$ cat src/rtl/adc_scan_ctrl.sv
// rtl/adc_scan_ctrl.sv - round-robin LTC2308 scan controller with per-channel result register file
// Optional ADC_SCAN_AVG_EN: publish the mean of every 4 conversions per channel.
module adc_scan_ctrl #(
    parameter int NUM_CH      = 8,
    parameter int SCK_HALF    = 2,
    parameter int CONV_CYCLES = 80,
    parameter int RES_W       = 12
) (
    input  logic             clk_clk,
    input  logic             reset_reset,
    input  logic             enable,
    output logic             adc_convst,
    output logic             adc_sck,
    output logic             adc_sdi,
    input  logic             adc_sdo,
    input  logic [2:0]       rd_chan,
    output logic [RES_W-1:0] rd_result,
    output logic             rd_valid,
    output logic             sample_valid,
    output logic [2:0]       sample_chan,
    output logic [RES_W-1:0] sample_data,
    output logic             busy
);

    localparam int CONV_LAST = CONV_CYCLES + 1;
    localparam int CNT_MAX   = (CONV_LAST > SCK_HALF) ? CONV_LAST : SCK_HALF;
    localparam int CNT_W     = $clog2(CNT_MAX + 1);
    localparam logic [CNT_W-1:0] CONV_END   = CNT_W'(CONV_LAST);
    localparam logic [CNT_W-1:0] HALF_END   = CNT_W'(SCK_HALF - 1);
    localparam logic [CNT_W-1:0] CONVST_LEN = CNT_W'(2);
    localparam logic [CNT_W-1:0] CNT_ONE    = CNT_W'(1);
    localparam logic [2:0]       LAST_CH    = 3'(NUM_CH - 1);
    localparam logic [3:0]       NUM_CH_L   = 4'(NUM_CH);

    typedef enum logic [1:0] {IDLE, CONV, SHIFT, DONE} state_t;

    state_t           state_q, state_d;
    logic [CNT_W-1:0] cnt_q, cnt_d;
    logic [4:0]       half_q, half_d;
    logic [11:0]      shift_q, shift_d;
    logic [2:0]       cfg_chan_q, cfg_chan_d;
    logic [2:0]       prev_chan_q, prev_chan_d;
    logic             prime_q, prime_d;
    logic             convst_q, convst_d;
    logic             sck_q, sck_d;
    logic             sdi_q, sdi_d;
    logic [RES_W-1:0] regfile_q [0:7];
    logic [RES_W-1:0] regfile_d [0:7];
    logic [7:0]       valid_q, valid_d;
    logic             publish;
    logic [RES_W-1:0] pub_data;
    logic [11:0]      cfg_word;
    logic             rd_ok;
`ifdef ADC_SCAN_AVG_EN
    logic [13:0]      acc_q  [0:7];
    logic [13:0]      acc_d  [0:7];
    logic [1:0]       acnt_q [0:7];
    logic [1:0]       acnt_d [0:7];
    logic [13:0]      acc_sum;
`endif

    // S/D, O/S, S1, S0, UNI, SLP followed by six zero bits
    assign cfg_word = {1'b1, cfg_chan_q[0], cfg_chan_q[2], cfg_chan_q[1], 1'b1, 1'b0, 6'b0};

    always_comb begin
        state_d     = state_q;
        cnt_d       = cnt_q;
        half_d      = half_q;
        shift_d     = shift_q;
        cfg_chan_d  = cfg_chan_q;
        prev_chan_d = prev_chan_q;
        prime_d     = prime_q;
        regfile_d   = regfile_q;
        valid_d     = valid_q;
        publish     = 1'b0;
        pub_data    = '0;
`ifdef ADC_SCAN_AVG_EN
        acc_d   = acc_q;
        acnt_d  = acnt_q;
        acc_sum = acc_q[prev_chan_q] + {2'b00, shift_q};
`endif
        case (state_q)
            IDLE: begin
                if (enable) begin
                    state_d = CONV;
                    cnt_d   = '0;
                end
            end
            CONV: begin
                if (cnt_q == CONV_END) begin
                    state_d = SHIFT;
                    cnt_d   = '0;
                    half_d  = '0;
                end else begin
                    cnt_d = cnt_q + CNT_ONE;
                end
            end
            SHIFT: begin
                if (cnt_q == HALF_END) begin
                    cnt_d = '0;
                    // end of a low half-period is an SCK rising edge
                    if (!half_q[0]) shift_d = {shift_q[10:0], adc_sdo};
                    if (half_q == 5'd23) state_d = DONE;
                    else half_d = half_q + 5'd1;
                end else begin
                    cnt_d = cnt_q + CNT_ONE;
                end
            end
            DONE: begin
                prev_chan_d = cfg_chan_q;
                cfg_chan_d  = (cfg_chan_q == LAST_CH) ? 3'd0 : cfg_chan_q + 3'd1;
                prime_d     = 1'b1;
                if (prime_q) begin
`ifdef ADC_SCAN_AVG_EN
                    if (acnt_q[prev_chan_q] == 2'd3) begin
                        publish              = 1'b1;
                        pub_data             = RES_W'(acc_sum[13:2]);
                        acc_d[prev_chan_q]   = '0;
                        acnt_d[prev_chan_q]  = '0;
                    end else begin
                        acc_d[prev_chan_q]  = acc_sum;
                        acnt_d[prev_chan_q] = acnt_q[prev_chan_q] + 2'd1;
                    end
`else
                    publish  = 1'b1;
                    pub_data = RES_W'(shift_q);
`endif
                end
                if (publish) begin
                    regfile_d[prev_chan_q] = pub_data;
                    valid_d[prev_chan_q]   = 1'b1;
                end
                if (enable) begin
                    state_d = CONV;
                    cnt_d   = '0;
                end else begin
                    state_d = IDLE;
                    prime_d = 1'b0;
`ifdef ADC_SCAN_AVG_EN
                    for (int i = 0; i < 8; i++) begin
                        acc_d[i]  = '0;
                        acnt_d[i] = '0;
                    end
`endif
                end
            end
            default: state_d = IDLE;
        endcase

        // pins are registered from the next-state view so they align with the state register
        convst_d = (state_d == CONV) && (cnt_d < CONVST_LEN);
        sck_d    = (state_d == SHIFT) && half_d[0];
        sdi_d    = (state_d == SHIFT) ? cfg_word[4'd11 - half_d[4:1]] : 1'b0;
    end

    always_ff @(posedge clk_clk or posedge reset_reset) begin
        if (reset_reset) begin
            state_q     <= IDLE;
            cnt_q       <= '0;
            half_q      <= '0;
            shift_q     <= '0;
            cfg_chan_q  <= '0;
            prev_chan_q <= '0;
            prime_q     <= 1'b0;
            convst_q    <= 1'b0;
            sck_q       <= 1'b0;
            sdi_q       <= 1'b0;
            valid_q     <= '0;
            for (int i = 0; i < 8; i++) begin
                regfile_q[i] <= '0;
`ifdef ADC_SCAN_AVG_EN
                acc_q[i]     <= '0;
                acnt_q[i]    <= '0;
`endif
            end
        end else begin
            state_q     <= state_d;
            cnt_q       <= cnt_d;
            half_q      <= half_d;
            shift_q     <= shift_d;
            cfg_chan_q  <= cfg_chan_d;
            prev_chan_q <= prev_chan_d;
            prime_q     <= prime_d;
            convst_q    <= convst_d;
            sck_q       <= sck_d;
            sdi_q       <= sdi_d;
            valid_q     <= valid_d;
            for (int i = 0; i < 8; i++) begin
                regfile_q[i] <= regfile_d[i];
`ifdef ADC_SCAN_AVG_EN
                acc_q[i]     <= acc_d[i];
                acnt_q[i]    <= acnt_d[i];
`endif
            end
        end
    end

    assign adc_convst   = convst_q;
    assign adc_sck      = sck_q;
    assign adc_sdi      = sdi_q;
    assign busy         = (state_q != IDLE);
    assign sample_valid = publish;
    assign sample_chan  = publish ? prev_chan_q : 3'd0;
    assign sample_data  = pub_data;
    assign rd_ok        = ({1'b0, rd_chan} < NUM_CH_L);
    assign rd_result    = rd_ok ? regfile_q[rd_chan] : '0;
    assign rd_valid     = rd_ok & valid_q[rd_chan];

endmodule

$ cat config.mk
export PLATFORM = sky130hd
export DESIGN_NAME = adc_scan_ctrl
export DESIGN_NICKNAME = d
export VERILOG_FILES = /design/src/rtl/adc_scan_ctrl.sv
export SDC_FILE = /design/constraint.sdc
export NUM_CORES = 1
export LEC_CHECK = 0
export CAP_MARGIN = 20
export CORE_ASPECT_RATIO = 2
export CORE_UTILIZATION = 38
export CTS_CLUSTER_SIZE = 8
export DETAILED_ROUTE_END_ITERATION = 12
export PLACE_DENSITY = 0.62
export REMOVE_ABC_BUFFERS = 1
export SLEW_MARGIN = 5
export SYNTH_ARGS = -nofsm -noshare
export SYNTH_HDL_FRONTEND = slang
export SYNTH_SLANG_ARGS = --single-unit
export TNS_END_PERCENT = 30
$ cat constraint.sdc
create_clock -name clk_clk -period 5.32 [get_ports clk_clk]
set_input_delay 1.064 -clock clk_clk [delete_from_list [all_inputs] [get_ports clk_clk]]
set_output_delay 1.064 -clock clk_clk [all_outputs]
set_load 0.005 [all_outputs]
==> impl_metrics.sql <==
INSERT INTO impl_metrics (metric_group, metric, value, unit) VALUES
('status', 'outcome', 'finished, final reports clean', ''),
('logic_synthesis', 'synthSimpleGateAreaFrac', '14.86', '%'),
('finish', 'insertedDiodeCount', '0', ''),
('logic_synthesis', 'synth_async_sr_flop_share', '100.0', '%'),
('logic_synthesis', 'synth-edff-count', '0', ''),
('timing', 'fin_ws', '1.137', 'ns'),
('power_and_ir_drop', 'p_per_area', '339.9', 'nW/µm²'),
('logic_synthesis', 'yosysWarningCount', '0', ''),
('logic_synthesis', 'synth.cell_area', '6525', 'µm²'),
('grt', 'grt_usage', '18.40', '%'),
('timing', 'timing.final.hold_violations', '0', ''),
('routing', 'drt_wl_total', '14980', 'µm'),
('critical_path', 'critical_path_peak_fanout', '26', ''),
('grt', 'met2_demand_to_capacity_share_in_global_routing', '33.23', '%'),
('timing', 'rsz_0062_raised_after_global_routing', 'false', ''),
('grt', 'grt_max_degree', '81', ''),
('logic_synthesis', 'dominant_combinational_cell_family_by_area_after_synthesis', 'simple AND/OR/NAND/NOR gates', ''),
('floorplan', 'dieArea', '17730', 'µm²'),
('routing', 'route.detailed.drc', '0', ''),
('grt', 'grt.overflow.total', '0', ''),
('critical_path', 'critPathBufInv', '2', ''),
('critical_path', 'worst_path_largest_cell_delay', '0.69', 'ns'),
('grt', 'met1_resource_use_gr', '20.42', '%'),
('routing', 'detail_route.wl_per_cell', '17.77', 'µm'),
('routing', 'route.vias.total', '4577', ''),
('grt', 'grt_pass1_wl', '24540', 'µm'),
('clock_network', 'holdBufCountCts', '0', ''),
('clock_network', 'cts_buffers', '17', ''),
('logic_synthesis', 'ys_seq_area_share', '53.69', '%'),
('timing', 'worst_case_clock_skew', '0.01043', 'ns'),
('timing', 'worst_slew_pin_slew', '1.084', 'ns'),
('routing', 'drt_iter0_markers', '182', ''),
('floorplan', 'fp.dieH', '187.3', 'µm'),
('clock_network', 'cts.htree.levels', '4', ''),
('critical_path', 'crit_arrival', '3.12', 'ns'),
('timing', 'final-max-slew-violation-count', '0', ''),
('logic_synthesis', 'post_synth_fa_ha_maj_area_fraction', '1.918', '%'),
('grt', 'grt_busiest_layer', 'met2', ''),
('grt', 'grt_antenna_before_repair', '0', ''),
('routing', 'antenna_left', '0', ''),
('clock_network', 'cts_sinks', '140', ''),
('timing', 'final_period_minus_worst_setup_slack', '4.183', 'ns'),
('clock_network', 'cts.clk_slew.worst_paths', '0.06', 'ns'),
('routing', 'detailed_route_vias_per_instance', '5.429', ''),
('grt', 'globalRouteMet3Util', '3.537', '%'),
('logic_synthesis', 'post_synth_num_cell_types', '52', ''),
('grt', 'first_global_vias', '4740', ''),
('logic_synthesis', 'syn_area_per_cell', '10.89', 'µm²'),
('critical_path', 'crit_path_end_kind', 'output pin', ''),
('finish', 'layout.nets', '640', ''),
('place', 'place_congestion', '0.7673', ''),
('finish', 'drive_gt1_share', '15.72', '%'),
('logic_synthesis', 'synthXorXnorAreaFrac', '0.1342', '%'),
('floorplan', 'io_pins', '40', ''),
('floorplan', 'chipWidth', '94.66', 'µm'),
('timing', 'fin_tns_setup', '0', 'ns'),
('place', 'place_hpwl', '10040', 'µm'),
('critical_path', 'cp_slowest_cell', 'sky130_fd_sc_hd__buf_2', ''),
('clock_network', 'tritoncts', 'built', ''),
('critical_path', 'setup_crit_path_kind', 'input port to output pin', ''),
('power_and_ir_drop', 'leakage', '3.447', 'nW'),
('timing', 'timing.hold.ws', '0.4704', 'ns'),
('place', 'post_place_setup_slack', '1.074', 'ns'),
('clock_network', 'cts-resized-gates', '0', ''),
('logic_synthesis', 'synth-compound-area-share', '11.81', '%'),
('clock_network', 'worstSkewPairLatency', '0.42', 'ns'),
('finish', 'area_added_between_synthesis_and_finish', '17.89', '%'),
('logic_synthesis', 'ys_dominant_reg_cell', 'sky130_fd_sc_hd__dfrtp_1', ''),
('clock_network', 'postCtsSetupBuffers', '0', ''),
('timing', 'fin_crit_sh', '78.62', '%'),
('clock_network', 'cts_root_buf', 'sky130_fd_sc_hd__clkbuf_16', '');
-- state kept, by name, summed over array words and instances, names as in the netlist --
register     count
regfile_q       96
shift_q         12
valid_q          8
cnt_q            7
half_q           5
cfg_chan_q       3
prev_chan_q      3
state_q          2
adc_convst       1
adc_sck          1
adc_sdi          1
prime_q          1
-- cell usage after synthesis, drive strengths merged (2+ instances only) --
cell type	count	area, µm²
dfrtp	140	3503
o21ai	108	540.5
nand3	8	40.04
mux2i	2	20.02
a311oi	2	17.52
mux4	26	585.6
nor2b	4	25.02
a211o	2	17.52
a21oi	4	20.02
a21o	4	30.03
buf	6	35.03
inv	12	45.04
and2	3	18.77
nand3b	4	30.03
nand2b	11	68.82
a21boi	2	15.01
or3	3	18.77
clkbuf	33	123.9
mux2	30	337.8
nor2	10	45.04
nor4	2	12.51
and3	23	143.9
a31oi	2	12.51
nor3b	2	15.01
o22ai	3	18.77
nand2	122	460.5
ha	10	125.1
nor3	2	10.01
nor4b	2	38.78
-- worst register-to-register path: cells and delay by family (launching register included) --
family / cells / cell delay [ns]
simple gates: 3 / 1.32
compound gates: 1 / 0.52
fa+ha+maj: 1 / 0.70
flops: 1 / 0.40
-- power breakdown --
part / internal [W] / switching (W) / total, W
Clock: 0.000716 / 0.000459 / 0.00117
Sequential: 0.00109 / 0.0000464 / 0.00114
Combinational: 0.000126 / 0.000173 / 0.000299
Total: 0.00194 / 0.000678 / 0.00261
-- layout by cell type, fill, tap and decap left out, types with 3 or more instances in the layout --
master,Yosys,final
sky130_fd_sc_hd__clkinv_2,0,3
sky130_fd_sc_hd__clkbuf_16,0,17
sky130_fd_sc_hd__a21oi_1,4,4
sky130_fd_sc_hd__mux2_2,30,30
sky130_fd_sc_hd__nand2b_1,11,11
sky130_fd_sc_hd__and3_1,23,23
sky130_fd_sc_hd__a21o_1,4,4
sky130_fd_sc_hd__ha_1,10,10
sky130_fd_sc_hd__clkinvlp_4,0,3
sky130_fd_sc_hd__dfrtp_1,140,140
sky130_fd_sc_hd__clkdlybuf4s50_1,0,38
sky130_fd_sc_hd__nor2b_1,4,4
sky130_fd_sc_hd__nand3_1,8,8
sky130_fd_sc_hd__or3_1,3,3
sky130_fd_sc_hd__nand2_1,121,121
sky130_fd_sc_hd__mux4_2,26,26
sky130_fd_sc_hd__clkinv_4,0,4
sky130_fd_sc_hd__nor2_1,9,9
sky130_fd_sc_hd__inv_1,12,11
sky130_fd_sc_hd__and2_1,3,3
sky130_fd_sc_hd__nand3b_1,4,4
sky130_fd_sc_hd__o22ai_1,3,3
sky130_fd_sc_hd__o21ai_0,106,106
-- final timing paths --
check | start | endpoint | slack, ns | cells after the start
setup / recovery | rd_chan[0] | rd_result[0] | 1.14 | 4
hold / removal | valid_q[5]$_DFFE_PP0P_ | valid_q[5]$_DFFE_PP0P_ | 0.47 | 1
setup reg to reg | state_q[1]$_DFF_PP0_ | regfile_q[67]$_DFFE_PP0P_ | 2.26 | 5
hold reg to reg | valid_q[5]$_DFFE_PP0P_ | valid_q[5]$_DFFE_PP0P_ | 0.47 | 1
max in group asynchronous | reset_reset | regfile_q[75]$_DFFE_PP0P_ | 3.43 | 4
min in group asynchronous | reset_reset | cnt_q[1]$_DFF_PP0_ | 0.93 | 2
-- routing by layer --
metal | vias up | wire, µm
met2 | 99 | 8215
met5 | - | 0
li1 | 2171 | -
met3 | 21 | 464
met1 | 2286 | 5926
met4 | 0 | 369
-- cell type report --
class / count / area (µm²)
Inverter: 12 / 47.55
Clock inverter: 13 / 141.4
Multi-Input combinational cell: 408 / 2818
Sequential cell: 140 / 3503
Timing Repair Buffer: 44 / 470.5
Tap cell: 207 / 259.0
Fill cell: 1563 / 9074
Clock buffer: 19 / 452.9
-- cell families after synthesis --
group           Yosys count
fa+ha+maj                10
mux                      58
flops                   140
buf+inv                  51
simple gates            201
xor+xnor                  1
compound gates          138
-- stage by stage --
step	power (W)	instance area, µm²	utilization, %	cells
global route	0.002727	7692	45.88	843
CTS	0.002638	7635	45.54	840
detailed placement	0.001458	7041	41.99	808
floorplan	0.001354	6366	-	560
global placement	0.001450	7041	41.99	808
finish	0.002614	7692	45.88	843
No activity file was read; power rests on OpenSTA's default activity.
